[src/rtl/mem_bus_pkg.sv]
// Shared definitions for the two-master memory bus arbiter: default bus
// widths, the arbiter state encoding and the data returned on a watchdog
// completion.
package mem_bus_pkg;

    localparam int ADDR_W_DEF = 32;
    localparam int DATA_W_DEF = 32;

    // Arbiter is either waiting for a request or carrying one transaction
    typedef enum logic {
        ARB_IDLE = 1'b0,
        ARB_BUSY = 1'b1
    } arb_state_e;

    // Read data handed to a master whose transaction the watchdog completed
    localparam int unsigned TIMEOUT_RDATA = 0;

endpackage

[src/rtl/mem_bus_arbiter_if.sv]
// Native memory bus (picorv32 style): valid/instr/addr/wdata/wstrb forward,
// ready/rdata back. The master modport is the requester's view, the slave
// modport the responder's view.
interface mem_bus_arbiter_if
    import mem_bus_pkg::*;
#(
    parameter int ADDR_W = ADDR_W_DEF,
    parameter int DATA_W = DATA_W_DEF
);

    logic                valid;
    logic                instr;
    logic [ADDR_W-1:0]   addr;
    logic [DATA_W-1:0]   wdata;
    logic [DATA_W/8-1:0] wstrb;
    logic                ready;
    logic [DATA_W-1:0]   rdata;

    modport master (
        output valid, instr, addr, wdata, wstrb,
        input  ready, rdata
    );

    modport slave (
        input  valid, instr, addr, wdata, wstrb,
        output ready, rdata
    );

endinterface

[src/rtl/rr_arb2.sv]
// Two-requester grant decision. A lone requester always wins; on contention
// the winner is the master not served last (round robin) or master 0 (fixed
// priority). Purely combinational; the caller registers the result.
module rr_arb2 #(
    parameter int ROUND_ROBIN = 1
) (
    input  logic [1:0] req,
    input  logic       last_grant,
    output logic       gnt
);

    // Resolve the winning master index from the current requests
    always_comb begin
        gnt = 1'b0;
        case (req)
            2'b01:   gnt = 1'b0;
            2'b10:   gnt = 1'b1;
            2'b11:   gnt = (ROUND_ROBIN != 0) ? ~last_grant : 1'b0;
            default: gnt = 1'b0;
        endcase
    end

endmodule

[src/rtl/mem_bus_arbiter.sv]
// Shares one native-bus slave port between two masters, one whole
// transaction at a time. A watchdog force-completes transactions the slave
// never acknowledges and records that in a sticky error flag.
module mem_bus_arbiter
    import mem_bus_pkg::*;
#(
    parameter int ADDR_W      = ADDR_W_DEF,
    parameter int DATA_W      = DATA_W_DEF,
    parameter int ROUND_ROBIN = 1,
    parameter int TIMEOUT     = 15
) (
    input  logic              clk,
    input  logic              resetn,
    mem_bus_arbiter_if.slave  m0,
    mem_bus_arbiter_if.slave  m1,
    mem_bus_arbiter_if.master s,
    output logic              owner,
    output logic              timeout_err
);

    localparam int WD_W = (TIMEOUT > 1) ? $clog2(TIMEOUT) : 1;

    arb_state_e          state_q, state_d;
    logic                owner_q, owner_d;
    logic                last_grant_q, last_grant_d;
    logic                timeout_err_q, timeout_err_d;
    logic [WD_W-1:0]     wd_q, wd_d;

    logic                gnt;
    logic                busy;
    logic                wd_expired;
    logic                done_ok;
    logic                done_to;
    logic                done;
    logic [DATA_W-1:0]   done_rdata;
    logic [ADDR_W-1:0]   own_addr;
    logic [DATA_W-1:0]   own_wdata;
    logic [DATA_W/8-1:0] own_wstrb;

    rr_arb2 #(
        .ROUND_ROBIN (ROUND_ROBIN)
    ) u_rr_arb2 (
        .req        ({m1.valid, m0.valid}),
        .last_grant (last_grant_q),
        .gnt        (gnt)
    );

    // Decode how (and whether) the current transaction finishes this cycle
    always_comb begin
        busy       = (state_q == ARB_BUSY);
        wd_expired = (wd_q == WD_W'(TIMEOUT - 1));
        done_ok    = busy && s.ready;
        done_to    = busy && !s.ready && wd_expired;
        done       = done_ok || done_to;
        done_rdata = done_ok ? s.rdata : DATA_W'(TIMEOUT_RDATA);
    end

    // Next-state: grant in IDLE, count and complete in BUSY
    always_comb begin
        state_d       = state_q;
        owner_d       = owner_q;
        last_grant_d  = last_grant_q;
        timeout_err_d = timeout_err_q;
        wd_d          = wd_q;
        case (state_q)
            ARB_IDLE: begin
                if (m0.valid || m1.valid) begin
                    state_d = ARB_BUSY;
                    owner_d = gnt;
                    wd_d    = '0;
                end
            end
            ARB_BUSY: begin
                if (s.ready) begin
                    state_d      = ARB_IDLE;
                    last_grant_d = owner_q;
                end else if (wd_expired) begin
                    state_d       = ARB_IDLE;
                    last_grant_d  = owner_q;
                    timeout_err_d = 1'b1;
                end else begin
                    wd_d = wd_q + 1'b1;
                end
            end
            default: state_d = ARB_IDLE;
        endcase
    end

    // State registers; reset leaves master 0 as winner of the first contention
    always_ff @(posedge clk or negedge resetn) begin
        if (!resetn) begin
            state_q       <= ARB_IDLE;
            owner_q       <= 1'b0;
            last_grant_q  <= 1'b1;
            timeout_err_q <= 1'b0;
            wd_q          <= '0;
        end else begin
            state_q       <= state_d;
            owner_q       <= owner_d;
            last_grant_q  <= last_grant_d;
            timeout_err_q <= timeout_err_d;
            wd_q          <= wd_d;
        end
    end

    // Route the owner's request to the slave and the completion back to the owner only
    always_comb begin
        own_addr  = owner_q ? m1.addr  : m0.addr;
        own_wdata = owner_q ? m1.wdata : m0.wdata;
        own_wstrb = owner_q ? m1.wstrb : m0.wstrb;
        s.valid   = busy;
        s.instr   = owner_q ? m1.instr : m0.instr;
        s.addr    = own_addr;
        s.wdata   = own_wdata;
        s.wstrb   = own_wstrb;
        m0.ready  = done && !owner_q;
        m1.ready  = done && owner_q;
        m0.rdata  = (done && !owner_q) ? done_rdata : '0;
        m1.rdata  = (done && owner_q)  ? done_rdata : '0;
    end

    assign owner       = owner_q;
    assign timeout_err = timeout_err_q;

endmodule

[src/flat_wrapper.sv]
// flat-port wrapper written by rule: the top's interface ports become plain ports
module mem_bus_arbiter_flat import mem_bus_pkg::*;
#(
    parameter int ADDR_W      = ADDR_W_DEF,
    parameter int DATA_W      = DATA_W_DEF,
    parameter int ROUND_ROBIN = 1,
    parameter int TIMEOUT     = 15
)
  (clk, resetn, owner, timeout_err, m0_valid, m0_instr, m0_addr, m0_wdata, m0_wstrb, m0_ready, m0_rdata, m1_valid, m1_instr, m1_addr, m1_wdata, m1_wstrb, m1_ready, m1_rdata, s_valid, s_instr, s_addr, s_wdata, s_wstrb, s_ready, s_rdata);
  mem_bus_arbiter_if #(.ADDR_W(ADDR_W), .DATA_W(DATA_W)) m0_i ();
  mem_bus_arbiter_if #(.ADDR_W(ADDR_W), .DATA_W(DATA_W)) m1_i ();
  mem_bus_arbiter_if #(.ADDR_W(ADDR_W), .DATA_W(DATA_W)) s_i ();
  input  logic clk;
  input  logic resetn;
  output logic owner;
  output logic timeout_err;
  input wire logic [$bits(m0_i.valid)-1:0] m0_valid;
  input wire logic [$bits(m0_i.instr)-1:0] m0_instr;
  input wire logic [$bits(m0_i.addr)-1:0] m0_addr;
  input wire logic [$bits(m0_i.wdata)-1:0] m0_wdata;
  input wire logic [$bits(m0_i.wstrb)-1:0] m0_wstrb;
  output wire logic [$bits(m0_i.ready)-1:0] m0_ready;
  output wire logic [$bits(m0_i.rdata)-1:0] m0_rdata;
  input wire logic [$bits(m1_i.valid)-1:0] m1_valid;
  input wire logic [$bits(m1_i.instr)-1:0] m1_instr;
  input wire logic [$bits(m1_i.addr)-1:0] m1_addr;
  input wire logic [$bits(m1_i.wdata)-1:0] m1_wdata;
  input wire logic [$bits(m1_i.wstrb)-1:0] m1_wstrb;
  output wire logic [$bits(m1_i.ready)-1:0] m1_ready;
  output wire logic [$bits(m1_i.rdata)-1:0] m1_rdata;
  output wire logic [$bits(s_i.valid)-1:0] s_valid;
  output wire logic [$bits(s_i.instr)-1:0] s_instr;
  output wire logic [$bits(s_i.addr)-1:0] s_addr;
  output wire logic [$bits(s_i.wdata)-1:0] s_wdata;
  output wire logic [$bits(s_i.wstrb)-1:0] s_wstrb;
  input wire logic [$bits(s_i.ready)-1:0] s_ready;
  input wire logic [$bits(s_i.rdata)-1:0] s_rdata;
  assign m0_i.valid = m0_valid;
  assign m0_i.instr = m0_instr;
  assign m0_i.addr = m0_addr;
  assign m0_i.wdata = m0_wdata;
  assign m0_i.wstrb = m0_wstrb;
  assign m0_ready = m0_i.ready;
  assign m0_rdata = m0_i.rdata;
  assign m1_i.valid = m1_valid;
  assign m1_i.instr = m1_instr;
  assign m1_i.addr = m1_addr;
  assign m1_i.wdata = m1_wdata;
  assign m1_i.wstrb = m1_wstrb;
  assign m1_ready = m1_i.ready;
  assign m1_rdata = m1_i.rdata;
  assign s_valid = s_i.valid;
  assign s_instr = s_i.instr;
  assign s_addr = s_i.addr;
  assign s_wdata = s_i.wdata;
  assign s_wstrb = s_i.wstrb;
  assign s_i.ready = s_ready;
  assign s_i.rdata = s_rdata;
  mem_bus_arbiter #(.ADDR_W(ADDR_W), .DATA_W(DATA_W), .ROUND_ROBIN(ROUND_ROBIN), .TIMEOUT(TIMEOUT)) u_core (.clk(clk), .resetn(resetn), .m0(m0_i), .m1(m1_i), .s(s_i), .owner(owner), .timeout_err(timeout_err));
endmodule
[config.mk]
export PLATFORM = sky130hd
export DESIGN_NAME = mem_bus_arbiter_flat
export DESIGN_NICKNAME = d
export VERILOG_FILES = /design/src/rtl/mem_bus_pkg.sv /design/src/rtl/mem_bus_arbiter_if.sv /design/src/rtl/rr_arb2.sv /design/src/rtl/mem_bus_arbiter.sv /design/src/flat_wrapper.sv
export SDC_FILE = /design/constraint.sdc
export NUM_CORES = 1
export LEC_CHECK = 0
export BUFFER_PORTS_ARGS = -buffer_cell sky130_fd_sc_hd__buf_2
export CORE_AREA = 10 10 114 116
export DETAILED_ROUTE_END_ITERATION = 8
export DIE_AREA = 0 0 124 126
export PLACE_DENSITY = 0.54
export SYNTH_ARGS = -nofsm -noshare
export SYNTH_HDL_FRONTEND = slang
export SYNTH_SLANG_ARGS = --single-unit
[constraint.sdc]
create_clock -name clk -period 1.51 [get_ports clk]
set_input_delay 0.302 -clock clk [delete_from_list [all_inputs] [get_ports clk]]
set_output_delay 0.302 -clock clk [all_outputs]
set_load 0.02 [all_outputs]
[After elaboration in Yosys (flattened, before gate mapping)]
Index checks and enable logic that the tools add are counted.
Storage, ports and cells
  register bits after elaboration: 8
  input bits: 175
Operators by class
  $add $sub $neg: 1
  eq/ne operators: 6
  multiplexer cells: 18
  bitwise logic cells: 3
  reduce and logical (&&, ||, !) cells: 14
Operators with widths (count)
  $mux 32: 5
  $mux 4: 4
  $pmux 4 s2: 1
  $mux 1: 6
  $reduce_and 3->1: 2
  $logic_and 1x1->1: 5
  $add 4x1->4 const B: 1
  $eq 2x2->1 const B: 2
  $eq 4x4->1 const B: 1
  $ne 2x2->1 const B: 2
  $pmux 1 s2: 2
  $reduce_and 2->1: 2
  $not 1->1: 3
  $logic_not 1->1: 2
  $logic_or 1x1->1: 2
  $ne 2x1->1 const B: 1
  $reduce_bool 2->1: 1

[Logic depth before layout (Yosys ltp)]
  word-level depth: 6
  depth in mapped cells: 5
  depth with buffers taken out: 5

[Cells and area by module]
A second synthesis with hierarchy kept.
Unflattened totals
  cells, all modules: 192
  area total of the unflattened synthesis: 1717.9 um^2
Modules (own cells, without submodules)
  mem_bus_arbiter: times used 1, cells an instance 191, area an instance 1706.6 um^2
  rr_arb2: times used 1, cells an instance 1, area an instance 11.3 um^2

[Worst setup path before layout]
Ideal clock, no wire load.
  path kind: reg-to-output
  from: reg u_core.owner_q, in the netlist u_core.owner
  to: out m0_rdata[10]
  arrival time: 1293 ps
  required time: 1208 ps
  path slack: -85 ps
  cell stages (with the launch flop): 5
  buffers on the path: 2
  cells stage by stage: dfrtp_1 buf_2 nor2_1 clkbuf_1 and2_1
Between the ends
  word-level cells in the longest chain between the ends: 3
Ends and longest elaborated chain
  start, declared: line mem_bus_arbiter.sv:24  | logic owner_q, owner_d;
  start signal, assigned: line mem_bus_arbiter.sv:99  | owner_q <= owner_d;
  $logic_not 1->1: line mem_bus_arbiter.sv:118  | m0.rdata = (done && !owner_q) ? done_rdata : '0;
  $logic_and 1x1->1: line mem_bus_arbiter.sv:118
  $mux 32: line mem_bus_arbiter.sv:118
  end, declared: line flat_wrapper.sv:23  | output wire logic [$bits(m0_i.rdata)-1:0] m0_rdata;
No other way between the ends.

[Worst setup path after layout]
  from: reg u_core.owner_q, in the netlist u_core.owner
  to: out s_wdata[8]
Between the ends
  word-level cells in the longest chain between the ends: 1
Ends and longest elaborated chain
  $mux 32: line mem_bus_arbiter.sv:109  | own_wdata = owner_q ? m1.wdata : m0.wdata;
  end, declared: line flat_wrapper.sv:34  | output wire logic [$bits(s_i.wdata)-1:0] s_wdata;
No other way between the ends.

==> impl_metrics.tcl <==
set metrics [dict create \
    crit_chain "buf_12, buf_12, mux2_2, buf_4" \
    netlist_area_sq_um 1672 \
    clkTransAtPathRegs_ps 40 \
    min_path_type "in -> reg" \
    ctsHtreeMaxLevel 1 \
    violations "negative setup slack" \
    vias 2719 \
    boundaryPins 313 \
    wire_per_inst_microns 19.70 \
    yosysSeqAreaShare_pct 12.05 \
    antenna_found_initial 0 \
    crit_path_end_kind "output pin" \
    status "finished with violations" \
    place_area_sq_um 3543 \
    p_sw_mw 2.497 \
    relSlewSlack_pct 78.87 \
    coreArea_sq_um 10700 \
    rows 38 \
    drt_iter0_markers 55 \
    io_buffers 312 \
    post-route-period-util_pct 116.8 \
    final_cell_mix "251 x buf_2, 64 x mux2_2, 52 x buf_6" \
    hold_viol_final 0 \
    yosysWarnings 0 \
    drt_first_pass_iters 4 \
    grt_setup_unrepaired "yes" \
    cts_tree "yes" \
    critPathMaxStageDelay_ps 380 \
    finalClockSkew_ps 1.366 \
    grt_pass1_wl_mm 17.86 \
    cp_slowest_cell "dfrtp_2" \
    drc 0 \
    maxCapViolCount 0 \
    dieArea_sq_um 15620 \
    cts-root-buf "clkbuf_8" \
    overflow 0 \
    post-dp-hpwl_mm 10.86 \
    diodes 0 \
    synth_cells 190 \
    clock_latency_ps 240 \
    drtAntennaViolNets 0 \
    intPower_mw 2.822 \
    area_growth_pct 151.8 \
    grt_pass1_vias 2894 \
    synth_top_cell_by_area "mux2_2" \
    power.leakage_nw 2.308 \
    start_util_pct 15.63 \
    setup_viol 135 \
    clock_path_buffers 2 \
    die_x_microns 124 \
    mostFrequentLayoutCell "buf_2" \
    cp.required_ps 1210 \
    cts_buffers 3 \
    path_class "reg -> out" \
    cts_num_sinks 8 \
    routed_wl_mm 12.93 \
    worst_pin_slew_ps 315.8 \
    ys_ff_latch 8 \
    combPwrFrac_pct 88.4 \
    total_power_mw 5.318 \
    crit_top_cell "buf_12" \
    p_sw_share_pct 46.95 \
    clock.fmax_mhz 566.8 \
    synth_top_area_share_pct 47.16 \
    p_per_area_nw_per_um2 1264 \
    routed_via_density 4.145 \
    setup-tns-final_ps -28770 \
    drive_gt1_share_pct 87.40 \
    pwr-share-clk_pct 5.3 \
    vdd_drop_max_v 0.0009230 \
    synth_nets 367 \
    final_max_slew_viol_count 0 \
    syn_avg_cell_area_sq_um 8.798 \
    period_minus_slack_ps 1764 \
    fin_ws_ps -254.4 \
    synth.distinct_cells 25 \
    cp.arrival_ps 1460 \
    worstPathMaxFanout 17 \
    final_area_sq_um 4209 \
    synthTopCellsByArea "mux2_2 47%, and2_1 24%, dfrtp_1 10%" \
    grtUsageTotal_pct 14.50 \
    die_y_microns 126 \
    grt_max_degree 18 \
    fin_nets 694 \
    gp_congestion 0.9128 \
    crit_path_start_kind "flip-flop" \
    p_seq_share_pct 6.3 \
]
registers in the layout, summed over array words and instances (netlist names):
register,flops
u_core.owner,1
u_core.timeout_err,1
u_core.last_grant_q,1
u_core.wd_q,4
u_core.s.valid,1
cell usage after synthesis:
master and number:
a21bo_1 1, a32o_1 1, and2_1 64, and3_2 1
buf_2 8, clkbuf_1 6, dfrtp_1 7, dfstp_2 1
ha_1 2, inv_1 3, mux2_2 70, mux2i_1 3
nand2_1 5, nand2b_1 1, nand2b_2 1, nand3_1 2
nor2_1 5, nor2b_1 1, o211ai_1 1, o21ai_0 2
o21bai_1 1, o221ai_1 1, o22ai_1 1, o311ai_0 1
or4_1 1
through the flow:
stage	cells	hold slack (ps)	setup slack, ps	util, %
global route	656	366.1	-303.9	39.35
finish	656	342.8	-254.4	39.35
CTS	656	341.0	-248.9	38.53
floorplan	190	6.409	-8.943	-
global placement	644	158.5	-46.38	33.12
detailed placement	644	165.0	-35.37	33.12
power groups by stage:
stage	Sequential, mW	Clock (mW)	Combinational (mW)
2_1_floorplan	0.369	0	2.46
3_3_place_gp	0.354	0	3.83
3_5_place_dp	0.356	0	3.85
4_1_cts	0.333	0.290	4.61
5_1_grt	0.341	0.300	4.96
6_report	0.332	0.285	4.70
timing repair:
action,CTS,global route
buffers inserted,3,0
gates resized for setup,125,29
endpoints found under the hold margin,7,0
setup endpoints to repair,136,136
pin swaps,19,6
hold buffers,1,0
gates cloned,4,0
routing by layer:
metal  vias up  share of wire, %  track usage, %
li1       1306                 -               -
met1      1263                36           15.24
met2       141                54           27.94
met3         9               9.9           4.066
met4         0              0.87           2.168
met5         -                 0               0
critical path: cells and delay by family, from the launching register on:
kind / cells / cell delay (ps)
mux: 1 / 350
buf+inv: 3 / 480
flops: 1 / 380
layout make-up:
cell class	instances	area (sq um)
clock buffers	4	45.04
fillers	1071	6489
inverters	3	11.26
multi-input cells	165	1519
flip-flops and latches	8	203.9
well taps	140	175.2
repair buffers	336	2255
final timing paths:
| check | from | to | slack [ps] | cells past startpoint |
|---|---|---|---|---|
| setup / recovery | u_core.owner | s_wdata[8] | -250 | 4 |
| hold / removal | m1_valid | u_core.owner | 340 | 2 |
| setup reg to reg | u_core.wd_q[0] | u_core.wd_q[3] | 20 | 6 |
| hold reg to reg | u_core.timeout_err | u_core.timeout_err | 470 | 1 |
| max in group asynchronous | resetn | u_core.last_grant_q | 800 | 2 |
| min in group asynchronous | resetn | u_core.timeout_err | 460 | 2 |
logic make-up after synthesis:
logic type	synth area share [%]
AND/OR/NAND/NOR	28.97
adder cells (fa/ha/maj)	1.497
AO/OA/AOI/OAI	4.118
flip-flops	12.05
buffers and inverters	4.416
multiplexers	48.95
No activity file was read; power rests on OpenSTA's default activity.
